File: src/rtl/uart_tx_frame_ctrl.sv
// UART TX frame controller: sequences start, LSB-first data, optional parity and stop,
// one frame bit per bit-clock cycle, driving the downstream TX output mux select.
module uart_tx_frame_ctrl #(
  parameter int DATA_WIDTH = 8
) (
  input  logic                  clk,
  input  logic                  rst,
  input  logic [DATA_WIDTH-1:0] P_DATA,
  input  logic                  Data_Valid,
  input  logic                  PAR_EN,
  input  logic                  PAR_TYP,
  output logic [1:0]            Mux_Sel,
  output logic                  Ser_Data,
  output logic                  Par_Bit,
  output logic                  Busy
);

  localparam int CNT_W = (DATA_WIDTH > 1) ? $clog2(DATA_WIDTH) : 1;

  localparam logic [1:0] SEL_START  = 2'b00;
  localparam logic [1:0] SEL_STOP   = 2'b01;
  localparam logic [1:0] SEL_DATA   = 2'b10;
  localparam logic [1:0] SEL_PARITY = 2'b11;

  typedef enum logic [2:0] {
    S_IDLE   = 3'd0,
    S_START  = 3'd1,
    S_DATA   = 3'd2,
    S_PARITY = 3'd3,
    S_STOP   = 3'd4
  } state_t;

  state_t                  state, next_state;
  logic [DATA_WIDTH-1:0]   shift_reg;
  logic [CNT_W-1:0]        bit_cnt;
  logic                    par_en_q;
  logic                    accept;
  logic                    last_bit;

  assign accept   = (state == S_IDLE) && Data_Valid;
  assign last_bit = (bit_cnt == CNT_W'(DATA_WIDTH - 1));
  assign Ser_Data = shift_reg[0];

  // NOTE: sequential state uses non-blocking assignments so every register
  // samples the pre-edge values of its neighbours, independent of block order.
  always_ff @(posedge clk or posedge rst) begin
    if (rst) begin
      state <= S_IDLE;
    end else begin
      state <= next_state;
    end
  end

  // NOTE: next_state gets a default before the case so no path leaves it
  // unassigned, which would otherwise infer a latch.
  always_comb begin
    next_state = S_IDLE;
    case (state)
      S_IDLE:   next_state = Data_Valid ? S_START : S_IDLE;
      S_START:  next_state = S_DATA;
      S_DATA:   next_state = !last_bit ? S_DATA : (par_en_q ? S_PARITY : S_STOP);
      S_PARITY: next_state = S_STOP;
      S_STOP:   next_state = S_IDLE;
      default:  next_state = S_IDLE;
    endcase
  end

  // Mux select and Busy decode from the state register only (Moore outputs).
  always_comb begin
    Mux_Sel = SEL_STOP;
    Busy    = 1'b1;
    case (state)
      S_IDLE:   begin Mux_Sel = SEL_STOP; Busy = 1'b0; end
      S_START:  Mux_Sel = SEL_START;
      S_DATA:   Mux_Sel = SEL_DATA;
      S_PARITY: Mux_Sel = SEL_PARITY;
      S_STOP:   Mux_Sel = SEL_STOP;
      default:  begin Mux_Sel = SEL_STOP; Busy = 1'b0; end
    endcase
  end

  // Payload and parity are frozen at acceptance so mid-frame input changes are ignored.
  always_ff @(posedge clk or posedge rst) begin
    if (rst) begin
      shift_reg <= '0;
      bit_cnt   <= '0;
      par_en_q  <= 1'b0;
      Par_Bit   <= 1'b0;
    end else if (accept) begin
      shift_reg <= P_DATA;
      bit_cnt   <= '0;
      par_en_q  <= PAR_EN;
      Par_Bit   <= PAR_TYP ? ~^P_DATA : ^P_DATA;
    end else if (state == S_DATA) begin
      shift_reg <= shift_reg >> 1;
      bit_cnt   <= last_bit ? '0 : bit_cnt + CNT_W'(1);
    end
  end

endmodule

File: config.mk
export PLATFORM = sky130hd
export DESIGN_NAME = uart_tx_frame_ctrl
export DESIGN_NICKNAME = d
export VERILOG_FILES = /design/src/rtl/uart_tx_frame_ctrl.sv
export SDC_FILE = /design/constraint.sdc
export NUM_CORES = 1
export LEC_CHECK = 0
export BUFFER_PORTS_ARGS = -buffer_cell sky130_fd_sc_hd__buf_4
export CAP_MARGIN = 20
export CORE_MARGIN = 2
export CORE_UTILIZATION = 45
export CTS_CLUSTER_DIAMETER = 200
export DETAILED_ROUTE_END_ITERATION = 7
export GPL_ROUTABILITY_DRIVEN = 0
export PLACE_DENSITY = 0.68
export SLEW_MARGIN = 30
export SYNTH_ARGS = -nofsm -noshare
export SYNTH_HDL_FRONTEND = slang
export SYNTH_SLANG_ARGS = --single-unit
export TNS_END_PERCENT = 20
File: constraint.sdc
create_clock -name clk -period 1.65 [get_ports clk]
set_clock_uncertainty 0.2 [all_clocks]
set_input_delay 0.165 -clock clk [delete_from_list [all_inputs] [get_ports clk]]
set_output_delay 0.165 -clock clk [all_outputs]
set_load 0.005 [all_outputs]
==> results of run 1 <==
## synth_stat cells
cell type / number
a31o_2: 1
dfrtp_1: 16
o21ai_0: 7
nand2_1: 7
a22o_1: 1
nor2b_1: 1
mux2i_1: 10
buf_4: 1
a21oi_1: 1
ha_1: 2
nand2b_2: 1
nor4b_4: 1
mux2_2: 1
xor2_1: 2
nor2_4: 1
xnor2_1: 6
mux2_4: 1
nand2b_1: 1
xnor3_1: 1
buf_6: 1
buf_2: 1
inv_1: 2
nor2_1: 8
## metal layers
metal  up-vias  GRT usage  share of wire
met4         0      0.100          0.028
li1        314          -              -
met5         -          0              0
met2        11      0.251           0.50
met1       290      0.208           0.44
met3         5     0.0346          0.032
## power by group
group,internal [mW],switching (mW),leakage (nW)
sequential,0.573,0.118,0.200
combinational,0.582,0.418,0.342
clock,0.0848,0.119,0.0138
## timing repair
item	4_1_cts	5_1_grt
hold buffers	10	0
setup endpoints to repair	0	3
resized for setup	0	3
endpoints found under the hold margin	25	0
## stage by stage
stage / hold WS, ps / cells / utilization
after floorplan: -121 / 74 / -
final: 140 / 132 / 0.670
after CTS: 142 / 132 / 0.665
after global placement: 66.7 / 119 / 0.595
after detailed placement: 77.1 / 119 / 0.595
after global routing: 140 / 132 / 0.670
## worst reg2reg max path: cells and delay by family, from the launching register on
kind | cells | cell delay [ps]
muxes | 1 | 380
DFF | 1 | 420
and+or+nand+nor | 1 | 430
## worst max path at each step
stage	endpoint	slack, ps	start
after floorplan	shift_reg[7]	130	state[1]
after global placement	Par_Bit	90	P_DATA[3]
after detailed placement	Par_Bit	90	P_DATA[3]
after CTS	Mux_Sel[0]	30	state[1]
after global routing	Mux_Sel[0]	-30	state[1]
final	Mux_Sel[0]	50	state[1]
## kinds of logic (layout without fill, tap and decap cells)
| family | count (synthesis) | in the layout | synth area share |
|---|---|---|---|
| flip-flops | 16 | 16 | 0.473 |
| AND/OR/NAND/NOR | 20 | 20 | 0.133 |
| buffers and inverters | 5 | 38 | 0.0370 |
| XOR/XNOR | 9 | 9 | 0.109 |
| adder cells (fa/ha/maj) | 2 | 2 | 0.0296 |
| multiplexers | 12 | 12 | 0.149 |
| AO/OA/AOI/OAI | 10 | 10 | 0.0680 |
## cell type report
class / count / area [um^2] / share of cell area
inverter: 2 / 7.51 / 0.00642
clock buffer: 3 / 22.5 / 0.0193
timing repair buffer: 33 / 293 / 0.250
tap: 25 / 31.3 / 0.0267
sequential: 16 / 402 / 0.343
multi-input combinational: 53 / 414 / 0.354
==> impl_metrics.env, run 1 <==
export IMPL_row_count=15
export IMPL_avgRoutedWirePerCell_um=11.2
export IMPL_drtPass1Iterations=4
export IMPL_drtIter0Drc=5
export IMPL_largest_reg_flops=8
export IMPL_fin_area_um2=1170
export IMPL_max_slew_margin_rel=0.602
export IMPL_grt_first_pass_wirelength_mm=2.50
export IMPL_r2r_end="par_en_q"
export IMPL_peakVddDrop_v=0.000968
export IMPL_drc=0
export IMPL_core_um2=1750
export IMPL_synth_area_leaders="dfrtp_1, mux2i_1, xnor2_1, o21ai_0, nor2_1"
export IMPL_netlist_instances=74
export IMPL_n_antenna_cell=0
export IMPL_whs_endpoint="Par_Bit"
export IMPL_slew_violations=0
export IMPL_synth_seq_cells=16
export IMPL_arrival_ps=1230
export IMPL_cts_buffers=3
export IMPL_worstMarginPinSlew_ps=596
export IMPL_clock_sinks=16
export IMPL_ys_seq_area_frac=0.473
export IMPL_ys_types=23
export IMPL_cp_num_cells=4
export IMPL_dp_hpwl_mm=1.11
export IMPL_finalCritPeriodShare=0.967
export IMPL_r2r_start="state[1]"
export IMPL_synth_net_count=89
export IMPL_die_height_um=47.4
export IMPL_max_cap_viol_count=0
export IMPL_ant_nets=0
export IMPL_worstSetupStartpointType="flop"
export IMPL_postCtsSetupRepairBufs=0
export IMPL_hold_depth=3
export IMPL_slowest_stage="dfrtp_1"
export IMPL_h_tree_depth=1
export IMPL_final_nets=124
export IMPL_finalPower_mw=1.89
export IMPL_hp_class="input pin to flop"
export IMPL_drive_gt1_frac=0.308
export IMPL_io_buffers=17
export IMPL_layout_commonest_cell="buf_4"
export IMPL_track_usage=0.163
export IMPL_placed_area_um2=1040
export IMPL_die_w_um=47.4
export IMPL_ys_warn_count=0
export IMPL_final_hold_violation_count=0
export IMPL_p_leak_nw=0.556
export IMPL_via_count=620
export IMPL_die_area_um2=2240
export IMPL_clkLatencyLatePin_ps=290
export IMPL_max_freq_ghz=0.627
export IMPL_min_period_ps=1600
export IMPL_critical_path_buf_inv_count=2
export IMPL_reg2regPathDepth=2
export IMPL_cts_tree="built"
export IMPL_cp_end_kind="output pin"
export IMPL_path_class="flop to output pin"
export IMPL_place_ws_ps=87.0
export IMPL_syn_avg_cell_area_um2=11.4
export IMPL_ios=18
export IMPL_r2r_slack_ps=120
export IMPL_grt_pass1_vias=615
export IMPL_overflow=0
export IMPL_nFillCells=147
export IMPL_crit_fanout=4
export IMPL_grt_start_max_net_pins=17
export IMPL_clockBufferDepth=2
export IMPL_vias_per_cell=4.70
export IMPL_setup_tns_ps=0
export IMPL_critical_path_top_delay_family="flip-flops"
export IMPL_fin_ws_ps=54.1
export IMPL_hold_path_startpoint="Data_Valid"
export IMPL_start_util=0.485
export IMPL_cts_root_buffer="clkbuf_4"
export IMPL_rsz0062_at_grt="yes"
export IMPL_path_cells="buf_6, xor2_1, nand2b_1, buf_4"
export IMPL_cp_required_ps=1280
export IMPL_clk_pin_slew_ps=90
export IMPL_antenna_found_initial=0
export IMPL_area_growth_pct=38.3
export IMPL_max_stage_delay_ps=420
export IMPL_status="finished clean"
export IMPL_synth_top_area_frac=0.473
export IMPL_finalSetupViolCount=0
export IMPL_wirelength_mm=1.47
export IMPL_synth_top_area_cell="dfrtp_1"
export IMPL_p_per_area_nw_per_um2=1620
export IMPL_mappedNetlistArea_um2=846
export IMPL_final_cell_mix="buf_4, dfrtp_1, mux2i_1, dlygate4sd3_1, nor2_1"
Power figures use the tool's default switching activity.
==> run 2, diff against run 1 <==
--- a/config.mk
+++ b/config.mk
@@ -7,6 +7,7 @@
 export LEC_CHECK = 0
 export BUFFER_PORTS_ARGS = -buffer_cell sky130_fd_sc_hd__buf_4
 export CAP_MARGIN = 20
+export CORE_ASPECT_RATIO = 1.25
 export CORE_MARGIN = 2
 export CORE_UTILIZATION = 45
 export CTS_CLUSTER_DIAMETER = 200
==> run 2 against run 1 <==
  * Core utilization hardly changed
  * Sequential power is 0.6% higher
  * Hold slack better by 32 ps
  * Global-route usage is 0.39 points lower
  * Clock power is 4% lower
  * Cell count is 3.0% lower
  * Flip-flop and latch count stayed put
  * Wire length is 4.1% higher
  * Combinational power is 6% higher
==> impl_metrics.env, run 2 (synthesis results as in run 1) <==
export IMPL_status="finished clean"
export IMPL_hold_depth=3
export IMPL_switching_share=0.341
export IMPL_p_leak_nw=0.567
export IMPL_path_class="flop to output pin"
export IMPL_via_count=639
export IMPL_final_cells=128
export IMPL_hold_path_startpoint="Data_Valid"
export IMPL_finalCritPeriodShare=0.948
export IMPL_cp_required_ps=1280
export IMPL_cts_tree="built"
export IMPL_final_nets=126
export IMPL_max_cap_viol_count=0
export IMPL_core_um2=1770
export IMPL_n_antenna_cell=0
export IMPL_largest_reg_flops=8
export IMPL_drtIter0Drc=5
export IMPL_wirelength_mm=1.54
export IMPL_arrival_ps=1200
export IMPL_power_internal_mw=1.28
export IMPL_setup_tns_ps=0
export IMPL_final_hold_violation_count=0
export IMPL_min_period_ps=1560
export IMPL_die_area_um2=2240
export IMPL_slew_violations=0
export IMPL_drc=0
export IMPL_die_w_um=42.8
export IMPL_h_tree_depth=1
export IMPL_dp_hpwl_mm=1.11
export IMPL_grt_first_pass_wirelength_mm=2.60
export IMPL_worstMarginPinSlew_ps=604
export IMPL_clock_sinks=16
export IMPL_worstSetupStartpointType="flop"
export IMPL_cp_end_kind="output pin"
export IMPL_fin_area_um2=1180
export IMPL_ant_nets=0
export IMPL_clockBufferDepth=2
export IMPL_p_per_area_nw_per_um2=1650
export IMPL_max_slew_margin_rel=0.597
export IMPL_cts_root_buffer="clkbuf_4"
export IMPL_dp_cells=114
export IMPL_grt_start_max_net_pins=17
export IMPL_row_count=17
export IMPL_clkLatencyLatePin_ps=270
export IMPL_clk_pin_slew_ps=80
export IMPL_seq_area_um2=402
export IMPL_track_usage=0.159
export IMPL_vias_per_cell=4.99
export IMPL_pwr_share_clk=0.100
export IMPL_antenna_found_initial=0
export IMPL_critPathLaunch="state[1]"
export IMPL_area_growth_pct=39.9
export IMPL_cts_buffers=3
export IMPL_ios=18
export IMPL_start_util=0.479
export IMPL_hp_class="input pin to flop"
export IMPL_p_switching_mw=0.664
export IMPL_grt_pass1_vias=633
export IMPL_placed_area_um2=1040
export IMPL_die_height_um=52.5
export IMPL_multiInputGateArea_um2=417
export IMPL_final_cell_mix="buf_4, dfrtp_1, mux2i_1, dlygate4sd3_1"
export IMPL_finalPower_mw=1.95
export IMPL_rsz0062_at_grt="yes"
export IMPL_drtPass1Iterations=4
export IMPL_avgRoutedWirePerCell_um=12.0
export IMPL_layout_commonest_cell="buf_4"
export IMPL_reg2regPathDepth=3
export IMPL_finalSetupViolCount=0
export IMPL_r2r_start="state[1]"
export IMPL_io_buffers=17
export IMPL_overflow=0
export IMPL_crit_fanout=4
export IMPL_seq_power_share=0.357
export IMPL_peakVddDrop_v=0.000893
export IMPL_nFillCells=149
export IMPL_drive_gt1_frac=0.330
export IMPL_max_freq_ghz=0.639
export IMPL_p_comb_frac=0.543
[run 2: worst max-delay path, cell delays in order (launching register included)]
cell	delay, ps
dfrtp_1	420
buf_6	140
xor2_1	140
nand2b_1	90
buf_4	140
[run 2: path summary, 6_finish.rpt]
path                           endpoint  slack [ps]
max reg2reg                     Par_Bit          90
max                          Mux_Sel[0]          90
min in group asynchronous  shift_reg[4]         310
min                            par_en_q         170
min reg2reg                shift_reg[7]         320
max in group asynchronous      state[2]         510
[run 2: area by class of cell]
type | count | share of cell area
timing repair buffer | 35 | 0.263
inverter | 2 | 0.00634
tap | 19 | 0.0201
multi-input combinational | 53 | 0.352
clock buffer | 3 | 0.0190
sequential | 16 | 0.339
[run 2: through the flow]
step | hold slack, ps | utilization | setup slack (ps)
after floorplan | -121 | - | 127
after global placement | 69.8 | 0.588 | 99.0
after detailed placement | 74.0 | 0.588 | 72.5
after CTS | 161 | 0.658 | 29.3
after global routing | 166 | 0.670 | -15.6
final | 172 | 0.670 | 85.9
[run 2: repair_timing]
item,CTS,global route
setup endpoints to repair,0,5
buffers inserted,0,1
gates resized for setup,0,5
endpoints found under the hold margin,25,0
hold buffers,10,0
[run 2: per-layer routing]
metal / global-route usage / part of all wire
met4: 0.0781 / 0.0065
met5: 0 / 0
met3: 0.0379 / 0.043
met1: 0.180 / 0.40
met2: 0.278 / 0.55
[run 2: power by group through the flow]
stage | registers [mW] | clock network, mW | logic (mW)
floorplan | 0.693 | 0 | 0.621
global placement | 0.693 | 0 | 0.967
detailed placement | 0.698 | 0 | 0.994
CTS | 0.692 | 0.203 | 1.01
global route | 0.718 | 0.218 | 1.18
finish | 0.695 | 0.195 | 1.06
